`src/rtl/imm_operand_gen.sv`:
```
// ID-stage immediate generator with an ID/EX output register and a one-entry skid buffer.
// Optional feature: define IMM_ILLEGAL_FLAG_EN to flag opcodes 0xA-0xF via a sticky illegal_op.
module imm_operand_gen #(
    parameter int unsigned DATA_W = 16
) (
    input  logic              clk,
    input  logic              rst_n,
    input  logic              flush,
    input  logic              in_valid,
    output logic              in_ready,
    input  logic [DATA_W-1:0] instr,
    output logic              out_valid,
    input  logic              out_ready,
    output logic [DATA_W-1:0] imm_ext,
    output logic [2:0]        shamt,
    output logic              imm_sel,
    output logic              illegal_op
);

    localparam int unsigned SHAMT_W = 3;
    localparam int unsigned OPC_W   = 4;

    localparam logic [OPC_W-1:0] OP_RTYPE = 4'h0;
    localparam logic [OPC_W-1:0] OP_ADDI  = 4'h1;
    localparam logic [OPC_W-1:0] OP_ANDI  = 4'h2;
    localparam logic [OPC_W-1:0] OP_ORI   = 4'h3;
    localparam logic [OPC_W-1:0] OP_SLL   = 4'h4;
    localparam logic [OPC_W-1:0] OP_SRL   = 4'h5;
    localparam logic [OPC_W-1:0] OP_LW    = 4'h6;
    localparam logic [OPC_W-1:0] OP_SW    = 4'h7;
    localparam logic [OPC_W-1:0] OP_BEQ   = 4'h8;
    localparam logic [OPC_W-1:0] OP_LUI   = 4'h9;

    typedef struct packed {
        logic [DATA_W-1:0]  imm;
        logic [SHAMT_W-1:0] shamt;
        logic               sel;
    } word_t;

    typedef enum logic [1:0] {
        EMPTY = 2'd0,
        FULL  = 2'd1,
        SKID  = 2'd2
    } state_t;

    state_t           state;
    word_t            dec;
    logic             dec_ill;
    word_t            out_q;
    word_t            skid_q;
    logic             skid_ill;
    logic [OPC_W-1:0] opcode;
    logic             accept;
    logic             unused_bits;

    assign opcode      = instr[15:12];
    assign unused_bits = ^instr[11:8];
    assign accept      = in_valid && in_ready;

    assign imm_ext = out_q.imm;
    assign shamt   = out_q.shamt;
    assign imm_sel = out_q.sel;

    // Combinational decode of the incoming instruction word
    always_comb begin
        dec       = '0;
        dec.shamt = instr[2:0];
        dec_ill   = 1'b0;
        case (opcode)
            OP_ADDI, OP_LW, OP_SW, OP_BEQ: dec.imm = DATA_W'($signed(instr[5:0]));
            OP_ANDI, OP_ORI:               dec.imm = DATA_W'(instr[5:0]);
            OP_SLL, OP_SRL:                dec.sel = 1'b1;
            OP_LUI:                        dec.imm = DATA_W'({instr[7:0], 8'h00});
            OP_RTYPE:                      dec.imm = '0;
            default: begin
`ifdef IMM_ILLEGAL_FLAG_EN
                dec_ill = 1'b1;
`else
                dec_ill = 1'b0;
`endif
            end
        endcase
    end

    // Handshake FSM; flush outranks every handshake, illegal_op is sticky until flush/reset
    always_ff @(posedge clk) begin
        if (!rst_n) begin
            state      <= EMPTY;
            out_valid  <= 1'b0;
            in_ready   <= 1'b1;
            out_q      <= '0;
            skid_q     <= '0;
            skid_ill   <= 1'b0;
            illegal_op <= 1'b0;
        end else if (flush) begin
            state      <= EMPTY;
            out_valid  <= 1'b0;
            in_ready   <= 1'b1;
            illegal_op <= 1'b0;
        end else begin
            case (state)
                EMPTY: begin
                    if (accept) begin
                        out_q      <= dec;
                        illegal_op <= illegal_op | dec_ill;
                        out_valid  <= 1'b1;
                        state      <= FULL;
                    end
                end
                FULL: begin
                    if (accept && out_ready) begin
                        out_q      <= dec;
                        illegal_op <= illegal_op | dec_ill;
                    end else if (accept) begin
                        skid_q   <= dec;
                        skid_ill <= dec_ill;
                        in_ready <= 1'b0;
                        state    <= SKID;
                    end else if (out_ready) begin
                        out_valid <= 1'b0;
                        state     <= EMPTY;
                    end
                end
                SKID: begin
                    if (out_ready) begin
                        out_q      <= skid_q;
                        illegal_op <= illegal_op | skid_ill;
                        in_ready   <= 1'b1;
                        state      <= FULL;
                    end
                end
                default: begin
                    out_valid <= 1'b0;
                    in_ready  <= 1'b1;
                    state     <= EMPTY;
                end
            endcase
        end
    end

endmodule

```
`config.mk`:
```
export PLATFORM = sky130hd
export DESIGN_NAME = imm_operand_gen
export DESIGN_NICKNAME = d
export VERILOG_FILES = /design/src/rtl/imm_operand_gen.sv
export SDC_FILE = /design/constraint.sdc
export NUM_CORES = 1
export LEC_CHECK = 0
export ABC_CLOCK_PERIOD_IN_PS = 1400
export CAP_MARGIN = 20
export CORE_MARGIN = 4
export CORE_UTILIZATION = 47
export CTS_BUF_LIST = sky130_fd_sc_hd__clkbuf_2 sky130_fd_sc_hd__clkbuf_4 sky130_fd_sc_hd__clkbuf_8
export DETAILED_ROUTE_END_ITERATION = 16
export HOLD_SLACK_MARGIN = 0.1
export PLACE_DENSITY_LB_ADDON = 0.3
export SETUP_SLACK_MARGIN = 0.3
export SYNTH_ARGS = -nofsm -noshare
export SYNTH_HDL_FRONTEND = slang
export SYNTH_SLANG_ARGS = --single-unit
export TNS_END_PERCENT = 100
```
`constraint.sdc`:
```
create_clock -name clk -period 1.4 [get_ports clk]
set_clock_uncertainty 0.05 [all_clocks]
set_input_delay 0.28 -clock clk [delete_from_list [all_inputs] [get_ports clk]]
set_output_delay 0.28 -clock clk [all_outputs]
set_load 0.01 [all_outputs]
```
==> results of run 1 <==
final timing paths:
check	start	endpoint	slack (ps)	cells after the start
max reg2reg	state[1]	skid_q[14]	-80	4
min	skid_q[0]	skid_q[0]	410	2
max	state[1]	skid_q[14]	-80	4
min reg2reg	skid_q[0]	skid_q[0]	410	2
cells by family after synthesis:
logic type | synth area share
xor gates and xnor gates | 0.00419
AOI/OAI and AO/OA | 0.343
buffers and inverters | 0.0563
and+or+nand+nor | 0.192
other | 0.00180
DFF | 0.403
where the power goes:
group	total (uW)	switching, uW	internal (uW)
clock network	775	439	336
registers	1270	29.9	1240
logic	569	262	307
total	2610	731	1880
cell usage after synthesis, types with 4 or more instances:
master	count
o211a_1	11
nand3_1	8
a31oi_1	9
nand2_1	43
nor2_1	4
o221a_2	7
a21boi_0	9
nand2b_1	4
a21oi_1	12
dfxtp_1	42
o22ai_1	7
buf_2	13
o211ai_1	17
o21ai_0	16
clkbuf_1	7
o21bai_1	5
layer usage:
metal / share of wire / wire, um / track usage
met5: 0 / 0 / 0
met4: 0.026 / 189 / 0.105
met3: 0.066 / 476 / 0.0614
met2: 0.50 / 3610 / 0.438
met1: 0.41 / 2970 / 0.330
registers in the layout, summed over array words and instances, names as in the netlist:
name and count:
imm_ext 15, imm_sel 1, in_ready 1, out_valid 1, shamt 3, skid_q 19
state 2
worst max-delay path, stage by stage, from the launching register on:
cell	delay, ps
dfxtp_2	340
nand4bb_4	220
or2_4	280
a31o_4	260
o221a_4	220
per-stage QoR:
step	setup WS, ps	utilization	hold slack [ps]	TNS, ps	cell area (um^2)
floorplan	-22.7	-	302	-159	2140
global placement	-491	0.674	389	-15840	2790
detailed placement	-525	0.674	396	-16970	2790
CTS	-93.7	0.749	409	-941	3110
global route	-132	0.819	417	-2890	3390
finish	-80.1	0.819	406	-1060	3390
area by class of cell:
class	count	area, um^2	area share
repair buffers	97	1040	0.305
multi-input cells	176	1340	0.396
inverters	1	3.75	0.00111
clock buffers	5	68.8	0.0203
flip-flops and latches	42	871	0.257
well taps	50	62.6	0.0184
clock inverters	2	10.0	0.00295
what timing repair did:
| item | 4_1_cts | 5_1_grt |
|---|---|---|
| hold buffers | 0 | 0 |
| gates cloned | 4 | 0 |
| pin swaps | 26 | 26 |
| setup endpoints to repair | 64 | 64 |
| resized for setup | 154 | 54 |
| setup buffers | 9 | 7 |
==> run_results.csv, run 1 <==
group,metric,value,unit
setup_path,start_kind,"flip-flop",
setup_path,worstSetupPathType,"flip-flop to flip-flop",
placement,port_buffers,38,
layout,layout_common_cells,"40 x nand2_1, 36 x buf_4, 31 x buf_6",
global_route,grt_max_degree,18,
sta,rsz0062_at_grt,"true",
clocking,path_clk_slew,80,ps
placement,hpwl,3.87,mm
synth,synth_edf_count,0,
synth,synth_area_leader_cell,"dfxtp_1",
clocking,cts.htree.levels,2,
placement,placed_cells,346,
synth,synth_cell_types,38,
setup_path,worstSetupEndpointType,"flip-flop",
global_route,grt_pass1_vias,2245,
layout,diodes,0,
sta,setup_viol,26,
sta,fin_crit_sh,1.06,
setup_path,required,1540,ps
layout,area_growth,62.6,%
layout,nets,344,
floorplanning,core_area,4140,um^2
clocking,clock-sinks,42,
clocking,clock_latency,300,ps
synth,yosysWarnings,0,
floorplanning,die_area,5570,um^2
worst_hold_path,hold_class,"flip-flop to flip-flop",
detailed_routing,drt-initial-drc-count,211,
global_route,antenna_found_initial,0,
detailed_routing,viasPerCell,6.24,
floorplanning,die_width,74.7,um
layout,fillers,239,
sta,slew_violations,0,
synth,synth_top_area_frac,0.403,
clocking,clockBufferDepth,2,
synth,ys_ff_latch,42,
global_route,grt_pass1_wl,11.0,mm
layout,drive_above_1_share,0.474,
global_route,grt.total_usage,0.263,
run_status,status,"finished with violations",
sta,hold_viol,0,
sta,max_freq,0.676,GHz
clocking,cts-buffers-inserted,5,
sta,setup_slack,-80.1,ps
detailed_routing,ant_nets,0,
synth,synth_flop_cell,"dfxtp_1",
floorplanning,placementRows,23,
power_and_ir_drop,power,2610,uW
layout,final_common_cell,"nand2_1",
synth,synth_seq_area_share,0.403,
placement,routabilityCongestion,0.798,
setup_path,arrival,1620,ps
clocking,root_buffer,"clkbuf_8",
floorplanning,die_y,74.7,um
synth,syn-instance-count,242,
layout,stdcell_count,373,
detailed_routing,routed_wl,7.24,mm
detailed_routing,dr.pass1.iters,5,
setup_path,critical_path_peak_fanout,7,
synth,syn_area_per_cell,8.63,um^2
sta,period_needed,1480,ps
clocking,cts_tree,"built",
job,maxCapViolCount,0,
synth,synth_fp_nets,263,
power_and_ir_drop,ir_drop,0.543,mV
floorplanning,initial_utilization,0.504,
detailed_routing,drc,0,
floorplanning,io_pins,44,
detailed_routing,routed-via-count,2327,
power_and_ir_drop,leakagePower,0.00135,uW
synth,syn_area,2090,um^2
synth,synth-async-reset-ratio,0,
power_and_ir_drop,p_per_area,769,nW/um^2
global_route,overflow,0,
run_status,violations,"negative setup slack",
synth,synthTopCellsByArea,"dfxtp_1 40%, nand2_1 7.7%, o211ai_1 6.1%",
detailed_routing,detail_route.wl_per_cell,19.4,um
Note: power is estimated with default switching activity, not from simulation.
==> inputs of run 2 (changes only) <==
--- a/config.mk
+++ b/config.mk
@@ -7,9 +7,11 @@
 export LEC_CHECK = 0
 export ABC_CLOCK_PERIOD_IN_PS = 1400
 export CAP_MARGIN = 20
+export CORE_ASPECT_RATIO = 2
 export CORE_MARGIN = 4
 export CORE_UTILIZATION = 47
 export CTS_BUF_LIST = sky130_fd_sc_hd__clkbuf_2 sky130_fd_sc_hd__clkbuf_4 sky130_fd_sc_hd__clkbuf_8
+export CTS_CLUSTER_DIAMETER = 60
 export DETAILED_ROUTE_END_ITERATION = 16
 export HOLD_SLACK_MARGIN = 0.1
 export PLACE_DENSITY_LB_ADDON = 0.3
==> run_results.csv, run 2 (synthesis results as in run 1) <==
group,metric,value,unit
run_status,status,"finished with violations",
run_status,violations,"negative setup slack",
power_and_ir_drop,p_per_area,790,nW/um^2
worst_hold_path,worstHoldStart,"out_ready",
detailed_routing,drc,0,
floorplanning,core_area,4340,um^2
global_route,grt_max_degree,21,
clocking,cts-buffers-inserted,5,
clocking,clockBufferDepth,2,
placement,routabilityCongestion,0.834,
global_route,antenna_found_initial,0,
layout,fillers,285,
power_and_ir_drop,power,2650,uW
floorplanning,die_width,55.1,um
job,maxCapViolCount,0,
floorplanning,placementRows,34,
sta,slew_violations,0,
power_and_ir_drop,p_sw_frac,0.284,
global_route,grt.total_usage,0.254,
clocking,hold_buffers,0,
power_and_ir_drop,internal_power,1900,uW
detailed_routing,detail_route.wl_per_cell,19.5,um
power_and_ir_drop,p_clk_frac,0.308,
setup_path,start_kind,"flip-flop",
placement,port_buffers,38,
setup_path,critical_path_peak_fanout,7,
setup_path,rr_endpoint,"skid_q[12]",
floorplanning,die_y,102,um
sta,period_needed,1510,ps
worst_hold_path,hold_class,"primary input to flip-flop",
power_and_ir_drop,p_comb_frac,0.214,
power_and_ir_drop,seqPwrFrac,0.478,
clocking,path_clk_slew,90,ps
setup_path,path_delay_family,"simple AND/OR/NAND/NOR gates",
sta,rsz0062_at_grt,"true",
layout,diodes,0,
floorplanning,io_pins,44,
setup_path,required,1560,ps
detailed_routing,routed_wl,7.36,mm
setup_path,worstSetupPathType,"flip-flop to flip-flop",
layout,postLayoutCoreUtil,0.772,
sta,setup_viol,22,
clocking,cts.htree.levels,2,
layout,largest_reg_flops,19,
layout,nets,344,
clocking,root_buffer,"clkbuf_8",
global_route,grt_pass1_vias,2209,
sta,max_freq,0.660,GHz
setup_path,slowest_stage,"dfxtp_2",
detailed_routing,dr.pass1.iters,4,
worst_hold_path,min_to,"state[1]",
global_route,overflow,0,
global_route,grt_pass1_wl,10.4,mm
placement,hpwl,4.07,mm
sta,fin_crit_sh,1.08,
setup_path,critPathMaxStageDelay,340,ps
layout,area_growth,60.5,%
detailed_routing,ant_nets,0,
detailed_routing,routed-via-count,2315,
floorplanning,die_area,5640,um^2
sta,worst_hold_slack,404,ps
layout,layout_common_cells,"39 x nand2_1, 36 x buf_4, 30 x buf_6",
power_and_ir_drop,p_sw,751,uW
sta,hold_viol,0,
floorplanning,initial_utilization,0.481,
setup_path,r2r_cells,4,
detailed_routing,drt-initial-drc-count,120,
sta,setup_slack,-115,ps
setup_path,rrSetupSlack,-110,ps
power_and_ir_drop,leakagePower,0.00136,uW
detailed_routing,viasPerCell,6.12,
clocking,clock-sinks,42,
setup_path,arrival,1670,ps
setup_path,crit_path_cell_trace,"nand4bb_4 > or2_4 > a31o_4 > o221a_2",
power_and_ir_drop,ir_drop,0.698,mV
worst_hold_path,hold_path_depth,3,
setup_path,reg2reg_from,"state[1]",
layout,stdcell_count,378,
placement,placed_cells,350,
clocking,cts_tree,"built",
setup_path,cp_num_buf_inv,0,
layout,regMostFlops,"skid_q",
setup_path,worstSetupEndpointType,"flip-flop",
layout,final_common_cell,"nand2_1",
layout,drive_above_1_share,0.460,
clocking,clock_latency,310,ps
run 2: changes by cell type in the layout (fill, tap and decap cells not counted), sizes merged:
cell	change
clkinvlp	+1
buf	-3
dlygate4sd2	-1
clkbuf	+4
dlymetal6s2s	+1
bufbuf	-1
run 2: worst max-delay path by stage:
stage	slack, ps	start	to	depth (start not counted)
final	-110	state[1]	skid_q[12]	4
after global routing	-150	state[1]	skid_q[19]	4
after CTS	-100	state[1]	skid_q[15]	4
after detailed placement	-530	flush	skid_q[14]	5
after global placement	-510	instr[14]	imm_ext[7]	5
after floorplan	-20	state[1]	skid_q[12]	4
run 2: power by group through the flow:
stage | registers (uW) | logic (uW) | clock network, uW
after floorplan | 1290 | 209 | 0
after global placement | 1280 | 450 | 0
after detailed placement | 1280 | 456 | 0
after CTS | 1260 | 480 | 816
after global routing | 1270 | 601 | 872
final | 1270 | 566 | 814
run 2: what timing repair did:
item,CTS,global route
gates resized for setup,148,44
endpoints found under the setup margin,64,63
buffers inserted,4,7
pin swaps,12,11
gates cloned,6,3
run 2: routing by layer:
metal  wire, um  vias up  global-route usage
li1           -     1052                   -
met5          0        -                   0
met3        399       40              0.0365
met1       2580     1117               0.276
met4        424        0               0.161
met2       3950      106               0.436
run 2: worst reg2reg max path, cell delays in order (launching register included):
cell       delay, ps
dfxtp_2          340
nand4bb_4        240
or2_4            290
a31o_4           240
o221a_2          260
run 2: final cells by class:
type	count	area (um^2)	share of cell area
clock buffer	5	68.8	0.0205
tap	54	67.6	0.0202
timing repair buffer	97	1060	0.318
inverter	1	3.75	0.00112
clock inverter	3	21.3	0.00635
multi-input combinational	176	1250	0.374
sequential	42	872	0.260
run 2: metrics by stage:
stage / cell area, um^2 / setup TNS, ps / setup slack (ps)
floorplan: 2140 / -159 / -22.7
global placement: 2800 / -15800 / -511
detailed placement: 2800 / -16990 / -530
CTS: 3070 / -972 / -102
global route: 3350 / -2560 / -149
finish: 3350 / -1310 / -115
==> inputs of run 3 (changes only) <==
--- a/config.mk
+++ b/config.mk
@@ -13,6 +13,7 @@
 export CTS_BUF_LIST = sky130_fd_sc_hd__clkbuf_2 sky130_fd_sc_hd__clkbuf_4 sky130_fd_sc_hd__clkbuf_8
 export CTS_CLUSTER_DIAMETER = 60
 export DETAILED_ROUTE_END_ITERATION = 16
+export GPL_ROUTABILITY_DRIVEN = 0
 export HOLD_SLACK_MARGIN = 0.1
 export PLACE_DENSITY_LB_ADDON = 0.3
 export SETUP_SLACK_MARGIN = 0.3
==> results of run 3 <==
Final layout, timing and power as in run 2 (identical DEF).
